--- config.mk ---
export PLATFORM = sky130hd
export DESIGN_NAME = cbus_arbiter
export DESIGN_NICKNAME = d
export VERILOG_FILES = /design/src/rtl/cbus_arbiter.sv
export SDC_FILE = /design/constraint.sdc
export NUM_CORES = 1
export LEC_CHECK = 0
export BUFFER_PORTS_ARGS = -buffer_cell sky130_fd_sc_hd__clkbuf_2
export CAP_MARGIN = 10
export CORE_AREA = 2 2 135 137
export DETAILED_ROUTE_END_ITERATION = 8
export DIE_AREA = 0 0 137 139
export GPL_ROUTABILITY_DRIVEN = 0
export PLACE_DENSITY = 0.41
export SLEW_MARGIN = 10
export SYNTH_ARGS = -nofsm -noshare
export SYNTH_HDL_FRONTEND = slang
export SYNTH_SLANG_ARGS = --single-unit
--- constraint.sdc ---
create_clock -name clk -period 2.3 [get_ports clk]
set_input_delay 0.115 -clock clk [delete_from_list [all_inputs] [get_ports clk]]
set_output_delay 0.115 -clock clk [all_outputs]
set_load 0.005 [all_outputs]
--- src/rtl/cbus_arbiter.sv ---
// Round-robin arbiter sharing one cache-bus master port among NUM_REQ requesters.
// Latency: grant registered (request at edge t forwarded from cycle t+1); req/resp pass-through is combinational.
// Backpressure: a grant is held for the whole transaction; other requesters wait, oresp.ready paces beats.

package cbus_pkg;

    localparam logic [3:0] MLEN1  = 4'd0;
    localparam logic [3:0] MLEN16 = 4'd15;

    typedef struct packed {
        logic        valid;
        logic        is_write;
        logic [2:0]  size;
        logic [31:0] addr;
        logic [3:0]  strobe;
        logic [31:0] data;
        logic [3:0]  len;
        logic [1:0]  burst;
    } cbus_req_t;

    typedef struct packed {
        logic        ready;
        logic        last;
        logic [31:0] data;
    } cbus_resp_t;

endpackage

module cbus_arbiter
    import cbus_pkg::*;
#(
    parameter int unsigned NUM_REQ = 2,
    localparam int unsigned SEL_W  = $clog2(NUM_REQ)
) (
    input  logic             clk,
    input  logic             reset,
    input  cbus_req_t        ireqs  [NUM_REQ],
    output cbus_resp_t       iresps [NUM_REQ],
    output cbus_req_t        oreq,
    input  cbus_resp_t       oresp,
    output logic             busy,
    output logic [SEL_W-1:0] grant_idx,
    output logic             proto_err
);

    localparam logic [0:0] S_IDLE = 1'b0;
    localparam logic [0:0] S_BUSY = 1'b1;

    logic [0:0]       state;
    logic [SEL_W-1:0] rr_ptr;
    logic [SEL_W-1:0] sel;
    logic [8:0]       beat_cnt;

    logic             scan_hit;
    logic [SEL_W-1:0] scan_idx;
    logic [SEL_W-1:0] sel_nxt;
    logic             xfer_end;

    // Pick the first valid requester at or after rr_ptr, wrapping modulo NUM_REQ.
    always_comb begin
        scan_hit = 1'b0;
        scan_idx = '0;
        for (int i = 0; i < NUM_REQ; i++) begin
            int unsigned      pos;
            logic [SEL_W-1:0] cand;
            pos = int'(rr_ptr) + i;
            if (pos >= NUM_REQ) begin
                pos = pos - NUM_REQ;
            end
            cand = SEL_W'(pos);
            if (!scan_hit && ireqs[cand].valid) begin
                scan_hit = 1'b1;
                scan_idx = cand;
            end
        end
    end

    // Next round-robin start point: the requester after the one just served.
    always_comb begin
        sel_nxt = (sel == SEL_W'(NUM_REQ - 1)) ? '0 : sel + 1'b1;
    end

    assign xfer_end = oresp.ready && oresp.last;

    // Grant FSM, beat counter and sticky protocol-error flag.
    always_ff @(posedge clk or negedge reset) begin
        if (!reset) begin
            state     <= S_IDLE;
            rr_ptr    <= '0;
            sel       <= '0;
            beat_cnt  <= '0;
            proto_err <= 1'b0;
        end else if (state == S_IDLE) begin
            // A response with nobody granted means the memory side is out of step.
            if (oresp.ready || oresp.last) begin
                proto_err <= 1'b1;
            end
            if (scan_hit) begin
                sel      <= scan_idx;
                beat_cnt <= '0;
                state    <= S_BUSY;
            end
        end else begin
            if (oresp.ready && (beat_cnt != 9'd511)) begin
                beat_cnt <= beat_cnt + 9'd1;
            end
            if (!ireqs[sel].valid) begin
                // Requester abandoned the transaction: release without flagging.
                state  <= S_IDLE;
                rr_ptr <= sel_nxt;
            end else if (xfer_end) begin
                state  <= S_IDLE;
                rr_ptr <= sel_nxt;
                // This beat is beat_cnt+1; expected len+1, so compare beat_cnt to len.
                if (beat_cnt != {5'd0, ireqs[sel].len}) begin
                    proto_err <= 1'b1;
                end
            end
        end
    end

    // Forward the granted request and route the response back only while BUSY.
    always_comb begin
        oreq = '0;
        if (state == S_BUSY) begin
            oreq = ireqs[sel];
        end
        for (int i = 0; i < NUM_REQ; i++) begin
            iresps[i] = '0;
            if ((state == S_BUSY) && (sel == SEL_W'(i))) begin
                iresps[i] = oresp;
            end
        end
    end

    assign busy      = (state == S_BUSY);
    assign grant_idx = sel;

endmodule
==> flow_summary.ini, run 1 <==
[power_and_ir_drop]
total_leakage_power_nw = 2.818
power_density_nw_per_um2 = 861.5
internal_power_mw = 1.948
combPwrFrac_pct = 80.7
peakVddDrop_uv = 453.4
pwr-share-seq_pct = 10.4
power_switching_mw = 1.805
switching_share_pct = 48.09
p_clk_share_pct = 8.9

[sta]
finalMaxSlewViolations = 0
setup-violations-final = 0
worst_pin_slew_ns = 0.5696
maxClockFrequency_mhz = 482.2
slew_headroom_pct = 62.03
finClkSkew_ns = 0.001142
setup_tns_ns = 0
fin_crit_ns = 2.074
period_share_pct = 90.16
finalHoldViolations = 0
hold_ws_ns = 0.1087
rsz0062_at_grt = false

[critical_path]
endpoint_kind = flop
required_ns = 2.43
startpoint_type = flop
arrival_ns = 2.20
r2r_start = beat_cnt[0]
crit_type = reg -> reg
crit_fanout = 10
reg2reg_to = beat_cnt[0]
reg2reg_depth = 7
r2r_setup_slack_ns = 0.23

[routing]
totalWireLength_um = 13410
vias = 3353
drt-vias-per-instance = 3.815
dr.first_iter.drc_count = 100
firstDrtPassIters = 4
wire_per_inst_um = 15.26
drc_errors = 0
ant_nets = 0

[synth]
synth_top_cell_by_area = mux2i_1
synthMuxAreaShare_pct = 34.37
synth_top_family_by_area = simple AND/OR/NAND/NOR gates
netlist_area_um2 = 2333
synth_seq_cells = 13
yosysSeqAreaShare_pct = 13.94
avgSynthCellArea_um2 = 7.180
syn_inst = 325
netlist.area_leader.share_pct = 33.89
yosys_warnings = 0
synthXorXnorAreaFrac_pct = 3.753
synthSimpleGateAreaFrac_pct = 37.48
syn_nets = 521
synth_compound_area_share_pct = 2.735
synthDistinctLibCells = 25
post_synth_fa_ha_maj_area_fraction_pct = 1.072
synth_area_leaders = mux2i_1 (34%), nor2_1 (15%), dfrtp_1 (14%), and3_1 (10%), and2_1 (9.4%)

[run_status]
status = finished, final reports clean

[final_layout]
diodes = 0
nNetsFinal = 847
area_growth_pct = 86.65
multi_input_area_um2 = 1853
final_core_utilization_pct = 24.67
regArea_um2 = 329.1
fillers = 2027
layout-drive-gt1-share_pct = 54.92

[hold_path]
hp-class = in -> reg
hp-start = ireqs[157]
min_path_cells = 2
min_to = grant_idx

[die]
rows = 49
start_util_pct = 13.22
ioPinCount = 344
die_y_um = 139
die_w_um = 137
fp.dieArea_um2 = 19040
core_area_um2 = 17660

[global_routing]
grt_max_degree = 57
grt_first_pass_wirelength_um = 18730
antenna_found_initial = 0
grt.overflow.total = 0
grt_pass1_vias = 3213
groute.usage.overall_pct = 12.63

[clock_tree]
clk_path_buf_depth = 2
cts_tree = yes
cts_root_buf = clkbuf_16
clkLatencyLatePin_ns = 0.24
htreeDepth = 1
clk_pin_slew_ns = 0.05
postCtsSetupRepairBufs = 0
cts_sinks = 13
cts_buffers = 3

[flow_run]
max-cap-violations = 0

[place]
post-dp-hpwl_um = 11500
port_buffers = 343
sequential cells by signal, indices dropped and copies added (netlist names):
| register | cells |
|---|---|
| beat_cnt | 9 |
| busy | 1 |
| grant_idx | 1 |
| proto_err | 1 |
| rr_ptr | 1 |
layout by cell type, fill, tap and decap left out:
master / count
a21oi_1: 3
a22o_1: 2
a31oi_1: 1
and2_1: 35
and3_1: 38
and3b_1: 1
buf_12: 2
buf_4: 5
clkbuf_1: 1
clkbuf_16: 3
clkbuf_2: 343
dfrtp_1: 12
dfrtp_4: 1
dlygate4sd3_1: 1
ha_1: 2
inv_2: 1
mux2_2: 1
mux2i_1: 79
nand2_1: 6
nand3_1: 1
nand4_1: 3
nor2_1: 93
o21ai_0: 2
o31ai_1: 2
or2_2: 1
or4_1: 1
xnor2_1: 4
xor2_1: 6
final cells by class:
class                           instances  area share (%)
Clock buffer                            4           1.810
Inverter                                1         0.08618
Multi-Input combinational cell        281           42.55
Sequential cell                        13           7.555
Tap cell                              229           6.579
Timing Repair Buffer                  351           41.42
routing by layer:
metal	up-vias	track usage, %	share of wire (%)
li1	1745	-	-
met1	1462	15.47	41
met2	144	24.56	53
met3	2	0.8772	5.9
met4	0	0.9767	0.16
met5	-	0	0
worst max-delay path: stages, from the launching register on:
cell and delay (ns):
dfrtp_1 0.41, ha_1 0.22, and3_1 0.17, and3_1 0.17
ha_1 0.17, and3b_1 0.42, nor2_1 0.12, mux2_2 0.28
synth_stat cells (all sizes together):
cell,instances
and2,35
and3b,1
or2,1
nand3,1
nor2,93
a21oi,3
nand4,3
nand2,6
buf,12
ha,2
o31ai,2
or4,1
o21ai,2
mux2i,79
a22o,2
mux2,1
a31oi,1
and3,38
dfrtp,13
clkbuf,18
xor2,6
inv,1
xnor2,4
per-stage QoR:
step | power (mW) | cells | cell area [µm²] | worst slack (ns)
global route | 4.095 | 879 | 4355 | 0.1393
floorplan | 2.129 | 325 | 2333 | 0.4148
CTS | 3.840 | 879 | 4355 | 0.2115
detailed placement | 3.493 | 874 | 4267 | 0.2213
finish | 3.752 | 879 | 4355 | 0.2262
global placement | 3.502 | 874 | 4267 | 0.2231
power by group through the flow:
stage | sequential [mW] | clock [mW] | combinational, mW
2_1_floorplan | 0.312 | 0 | 1.82
3_3_place_gp | 0.400 | 0 | 3.10
3_5_place_dp | 0.399 | 0 | 3.09
4_1_cts | 0.396 | 0.341 | 3.10
5_1_grt | 0.404 | 0.359 | 3.33
6_report | 0.391 | 0.334 | 3.03
cells by family after synthesis:
logic type / after synthesis
buf+inv: 31
xor+xnor: 10
fa+ha+maj: 2
compound gates: 10
flops: 13
mux: 80
simple gates: 179
worst max path at each step:
stage / startpoint / to / slack, ns / cells after the start
2_1_floorplan: beat_cnt[0] / beat_cnt[0] / 0.41 / 8
3_3_place_gp: beat_cnt[0] / beat_cnt[0] / 0.22 / 7
3_5_place_dp: beat_cnt[0] / beat_cnt[0] / 0.22 / 7
4_1_cts: beat_cnt[0] / beat_cnt[0] / 0.21 / 7
5_1_grt: beat_cnt[0] / beat_cnt[0] / 0.14 / 7
6_report: beat_cnt[0] / beat_cnt[0] / 0.23 / 7
timing repair:
| item | 4_1_cts | 5_1_grt |
|---|---|---|
| resized for setup | 0 | 0 |
| setup endpoints to repair | 0 | 0 |
| hold buffers | 1 | 0 |
| endpoints found under the hold margin | 13 | 0 |
(Power assumes the default switching activity.)
==> inputs of run 2 (changes only) <==
- CORE_AREA: 2 2 135 137 -> 10 10 125 127
- DIE_AREA: 0 0 137 139 -> 0 0 135 137
- PLACE_DENSITY: 0.41 -> 0.52
- clock period: 2.3 -> 2.2 ns (I/O delays scaled with it)
==> flow_summary.ini, run 2 (same netlist as run 1, synthesis figures left out) <==
[clock_tree]
cts_sinks = 13
cts_buffers = 3
cts_root_buf = clkbuf_16
clk_path_buf_depth = 2
cts_tree = yes
htreeDepth = 1
clk_pin_slew_ns = 0.04
clkLatencyLatePin_ns = 0.24
postCtsSetupRepairBufs = 0

[sta]
setup_tns_ns = 0
slew_headroom_pct = 64.87
finalMaxSlewViolations = 0
fin_crit_ns = 1.965
finalHoldViolations = 0
maxClockFrequency_mhz = 509.0
period_share_pct = 89.30
finClkSkew_ns = 0.001237
worst_pin_slew_ns = 0.5270
setup-violations-final = 0
rsz0062_at_grt = false

[critical_path]
required_ns = 2.32
crit_chain = ha_1 -> and3_1 -> and3_1 -> ha_1 -> and3b_2 -> nor2_1 -> mux2_2
cpMaxStageDelayCell = dfrtp_1
reg2reg_depth = 7
r2r_start = beat_cnt[0]
cp_num_buf_inv = 0
startpoint_type = flop
crit_fanout = 10
reg2reg_to = beat_cnt[0]
slowest_delay_ns = 0.41
crit_cells = 7
crit_type = reg -> reg
arrival_ns = 2.09
r2r_setup_slack_ns = 0.24
endpoint = beat_cnt[0]
endpoint_kind = flop
crit_family = simple AND/OR/NAND/NOR gates
crit_path_start = beat_cnt[0]

[power_and_ir_drop]
p_total_mw = 3.899
power_density_nw_per_um2 = 907.3
pwr-share-seq_pct = 10.6
combPwrFrac_pct = 80.8
total_leakage_power_nw = 2.822
peakVddDrop_uv = 543.1
switching_share_pct = 47.49
internal_power_mw = 2.047
power_switching_mw = 1.852
p_clk_share_pct = 8.6

[global_routing]
grt.overflow.total = 0
antenna_found_initial = 0
grt_max_degree = 53
grt_pass1_vias = 3428
grt_first_pass_wirelength_um = 21330
groute.usage.overall_pct = 14.44

[final_layout]
mostFrequentLayoutCell = clkbuf_2
area_growth_pct = 84.18
layout-drive-gt1-share_pct = 55.15
final_cell_mix = clkbuf_2 (343), nor2_1 (93), mux2i_1 (79)
nNetsFinal = 848
stdcell_count = 827
diodes = 0
fillers = 1453
top_register = beat_cnt
final_core_utilization_pct = 32.85
largest_reg_flops = 9

[flow_run]
max-cap-violations = 0

[place]
post-dp-hpwl_um = 13570
port_buffers = 343
dp.cells = 822

[routing]
ant_nets = 0
firstDrtPassIters = 4
wire_per_inst_um = 18.56
vias = 3407
drt-vias-per-instance = 4.120
totalWireLength_um = 15350
drc_errors = 0
dr.first_iter.drc_count = 116

[die]
die_w_um = 135
die_y_um = 137
core_area_um2 = 13090
ioPinCount = 344
fp.dieArea_um2 = 18500
rows = 42
start_util_pct = 17.83

[run_status]
status = finished, final reports clean

[hold_path]
hp-class = in -> reg
## run 2: cell count changes in the layout (fill, tap and decap cells not counted), sizes merged
cell / delta
buf: +1
## run 2: cell type report
class / instances / area [µm²] / share of cell area, %
clock buffers: 4 / 78.83 / 1.834
inverters: 1 / 3.754 / 0.08734
multi-input cells: 281 / 1854 / 43.14
flip-flops and latches: 13 / 329.1 / 7.656
well taps: 176 / 220.2 / 5.124
repair buffers: 352 / 1812 / 42.15
## run 2: power by group through the flow
stage / logic [mW] / registers [mW] / clock network, mW
floorplan: 1.90 / 0.326 / 0
global placement: 3.23 / 0.422 / 0
detailed placement: 3.22 / 0.418 / 0
CTS: 3.23 / 0.415 / 0.348
global route: 3.48 / 0.433 / 0.360
finish: 3.15 / 0.413 / 0.337
## run 2: metrics by stage
stage	hold slack [ns]	worst slack, ns	cell area [µm²]
2_1_floorplan	-0.1856	0.3148	2333
6_report	0.1230	0.2355	4298
3_3_place_gp	0.02900	0.1607	4208
5_1_grt	0.1336	0.08984	4298
3_5_place_dp	0.03030	0.1486	4208
4_1_cts	0.1176	0.1400	4297
## run 2: worst min-delay path by stage
stage,to,startpoint,depth (start not counted)
floorplan,beat_cnt[0],reset,0
global placement,beat_cnt[0],reset,1
detailed placement,beat_cnt[2],reset,1
CTS,grant_idx,ireqs[157],2
global route,grant_idx,ireqs[157],2
finish,grant_idx,ireqs[157],2
## run 2: repair_timing
action                                 in CTS  in global routing
hold buffers                                1                  0
resized for setup                           0                  1
setup endpoints to repair                   0                  3
endpoints found under the hold margin      13                  0
## run 2: routing by layer
metal / share of wire [%] / wire [µm] / vias up / GRT usage (%)
met5: 0 / 0 / - / 0
met3: 8.6 / 1325 / 6 / 3.886
met4: 0.54 / 83 / 0 / 1.615
met1: 36 / 5600 / 1492 / 16.14
met2: 54 / 8340 / 153 / 27.40
li1: - / - / 1756 / -
## run 2: worst reg2reg max path: cells and delay by family (launching register included)
| kind | cells | cell delay, ns |
|---|---|---|
| adders and majority gates | 2 | 0.38 |
| muxes | 1 | 0.27 |
| and+or+nand+nor | 4 | 0.78 |
| DFF | 1 | 0.41 |
==> inputs of run 3 (changes only) <==
- BUFFER_PORTS_ARGS: -buffer_cell sky130_fd_sc_hd__clkbuf_2 -> -buffer_cell sky130_fd_sc_hd__buf_4
==> flow_summary.ini, run 3 (same netlist as run 1, synthesis figures left out) <==
[die]
start_util_pct = 17.83
die_w_um = 135
die_y_um = 137
rows = 42
ioPinCount = 344
fp.dieArea_um2 = 18500
core_area_um2 = 13090

[critical_path]
startpoint_type = flop
required_ns = 2.32
crit_fanout = 10
r2r_start = beat_cnt[0]
crit_type = reg -> reg
reg2reg_depth = 7
reg2reg_to = beat_cnt[0]
r2r_setup_slack_ns = 0.20
endpoint_kind = flop
cp_num_buf_inv = 0
cpMaxStageDelayCell = dfrtp_1
crit_chain = ha_1 -> and3_1 -> and3_1 -> ha_1 -> and3b_2 -> nor2_1 -> mux2_2
slowest_delay_ns = 0.42
crit_path_start = beat_cnt[0]
crit_family = simple AND/OR/NAND/NOR gates
arrival_ns = 2.12

[hold_path]
min_to = grant_idx
hp-start = ireqs[157]
hp-class = in -> reg
min_path_cells = 2

[place]
dp.cells = 826
post-dp-hpwl_um = 15010
port_buffers = 343
dpl-instance-area_um2 = 5109

[global_routing]
grt_max_degree = 75
grt_first_pass_wirelength_um = 23720
grt.overflow.total = 0
groute.usage.overall_pct = 16.31
grt_pass1_vias = 3677
antenna_found_initial = 0

[clock_tree]
clk_pin_slew_ns = 0.05
clkLatencyLatePin_ns = 0.24
clk_path_buf_depth = 2
cts_tree = yes
cts_sinks = 13
cts_root_buf = clkbuf_16
cts_buffers = 3
htreeDepth = 1

[sta]
fin_crit_ns = 1.999
finClkSkew_ns = 0.003721
period_share_pct = 90.88
setup_tns_ns = 0
slew_headroom_pct = 74.23
maxClockFrequency_mhz = 500.2
setup-violations-final = 0
finalHoldViolations = 0
finalMaxSlewViolations = 0
rsz0062_at_grt = false
worst_pin_slew_ns = 0.3865

[final_layout]
fillers = 1387
largest_reg_flops = 9
layout-drive-gt1-share_pct = 55.42
diodes = 0
area_growth_pct = 122.8
final_cell_mix = buf_4 (352), nor2_1 (93), mux2i_1 (79)
top_register = beat_cnt
mostFrequentLayoutCell = buf_4
final_area_um2 = 5199
stdcell_count = 831
nNetsFinal = 852

[power_and_ir_drop]
switching_share_pct = 42.74
pwr-share-seq_pct = 9.4
internal_power_mw = 2.634
total_leakage_power_nw = 3.082
power_switching_mw = 1.966
peakVddDrop_uv = 426.3
p_total_mw = 4.599
power_density_nw_per_um2 = 884.7
combPwrFrac_pct = 83.1
p_clk_share_pct = 7.5

[routing]
dr.first_iter.drc_count = 154
firstDrtPassIters = 4
drt-vias-per-instance = 4.237
vias = 3521
wire_per_inst_um = 20.60
ant_nets = 0
drc_errors = 0
totalWireLength_um = 17120

[run_status]
status = finished, final reports clean

[flow_run]
max-cap-violations = 0
run 3: cell count changes in the layout (fill, tap and decap cells not counted):
cell and delta:
buf_12 +1, clkbuf_2 -343, buf_4 +346
run 3: power by group through the flow:
stage	sequential, mW	combinational [mW]	clock (mW)
floorplan	0.326	1.90	0
global placement	0.434	3.86	0
detailed placement	0.443	3.88	0
CTS	0.439	3.89	0.355
global route	0.450	4.16	0.368
finish	0.432	3.82	0.344
run 3: stage by stage:
stage                     utilization (%)  setup WS (ns)  hold slack (ns)
after floorplan                         -         0.3148          -0.1856
after global placement              39.04         0.1905         -0.03650
after detailed placement            39.04         0.1154         -0.03434
after CTS                           39.72         0.1054          0.08896
after global routing                39.73         0.1173           0.1073
final                               39.73         0.2007          0.08964
run 3: repair_timing:
action	4_1_cts	5_1_grt
buffers inserted	0	0
hold buffers	1	0
endpoints found under the hold margin	13	0
gates resized for setup	0	1
setup endpoints to repair	0	1
run 3: worst max-delay path by stage:
stage / end / slack, ns / depth (start not counted)
CTS: beat_cnt[0] / 0.11 / 7
floorplan: beat_cnt[0] / 0.31 / 8
global route: beat_cnt[0] / 0.12 / 7
global placement: beat_cnt[0] / 0.19 / 7
finish: beat_cnt[0] / 0.20 / 7
detailed placement: beat_cnt[0] / 0.12 / 7
run 3: layout make-up:
| type | count | area, µm² | share of cell area [%] |
|---|---|---|---|
| Clock buffer | 4 | 78.83 | 1.516 |
| Tap cell | 176 | 220.2 | 4.236 |
| Multi-Input combinational cell | 281 | 1854 | 35.67 |
| Inverter | 1 | 3.754 | 0.07220 |
| Timing Repair Buffer | 356 | 2713 | 52.18 |
| Sequential cell | 13 | 329.1 | 6.330 |
run 3: worst reg2reg max path, delay by kind of cell, from the launching register on:
| kind | cells | cell delay, ns |
|---|---|---|
| adder cells (fa/ha/maj) | 2 | 0.40 |
| flip-flops | 1 | 0.42 |
| multiplexers | 1 | 0.28 |
| AND/OR/NAND/NOR | 4 | 0.78 |
run 3: metal layers:
metal | global-route usage (%) | up-vias | part of all wire, %
li1 | - | 1755 | -
met1 | 18.46 | 1599 | 37
met2 | 31.49 | 163 | 56
met3 | 3.922 | 4 | 7.3
met4 | 0.7177 | 0 | 0.099
met5 | 0 | - | 0
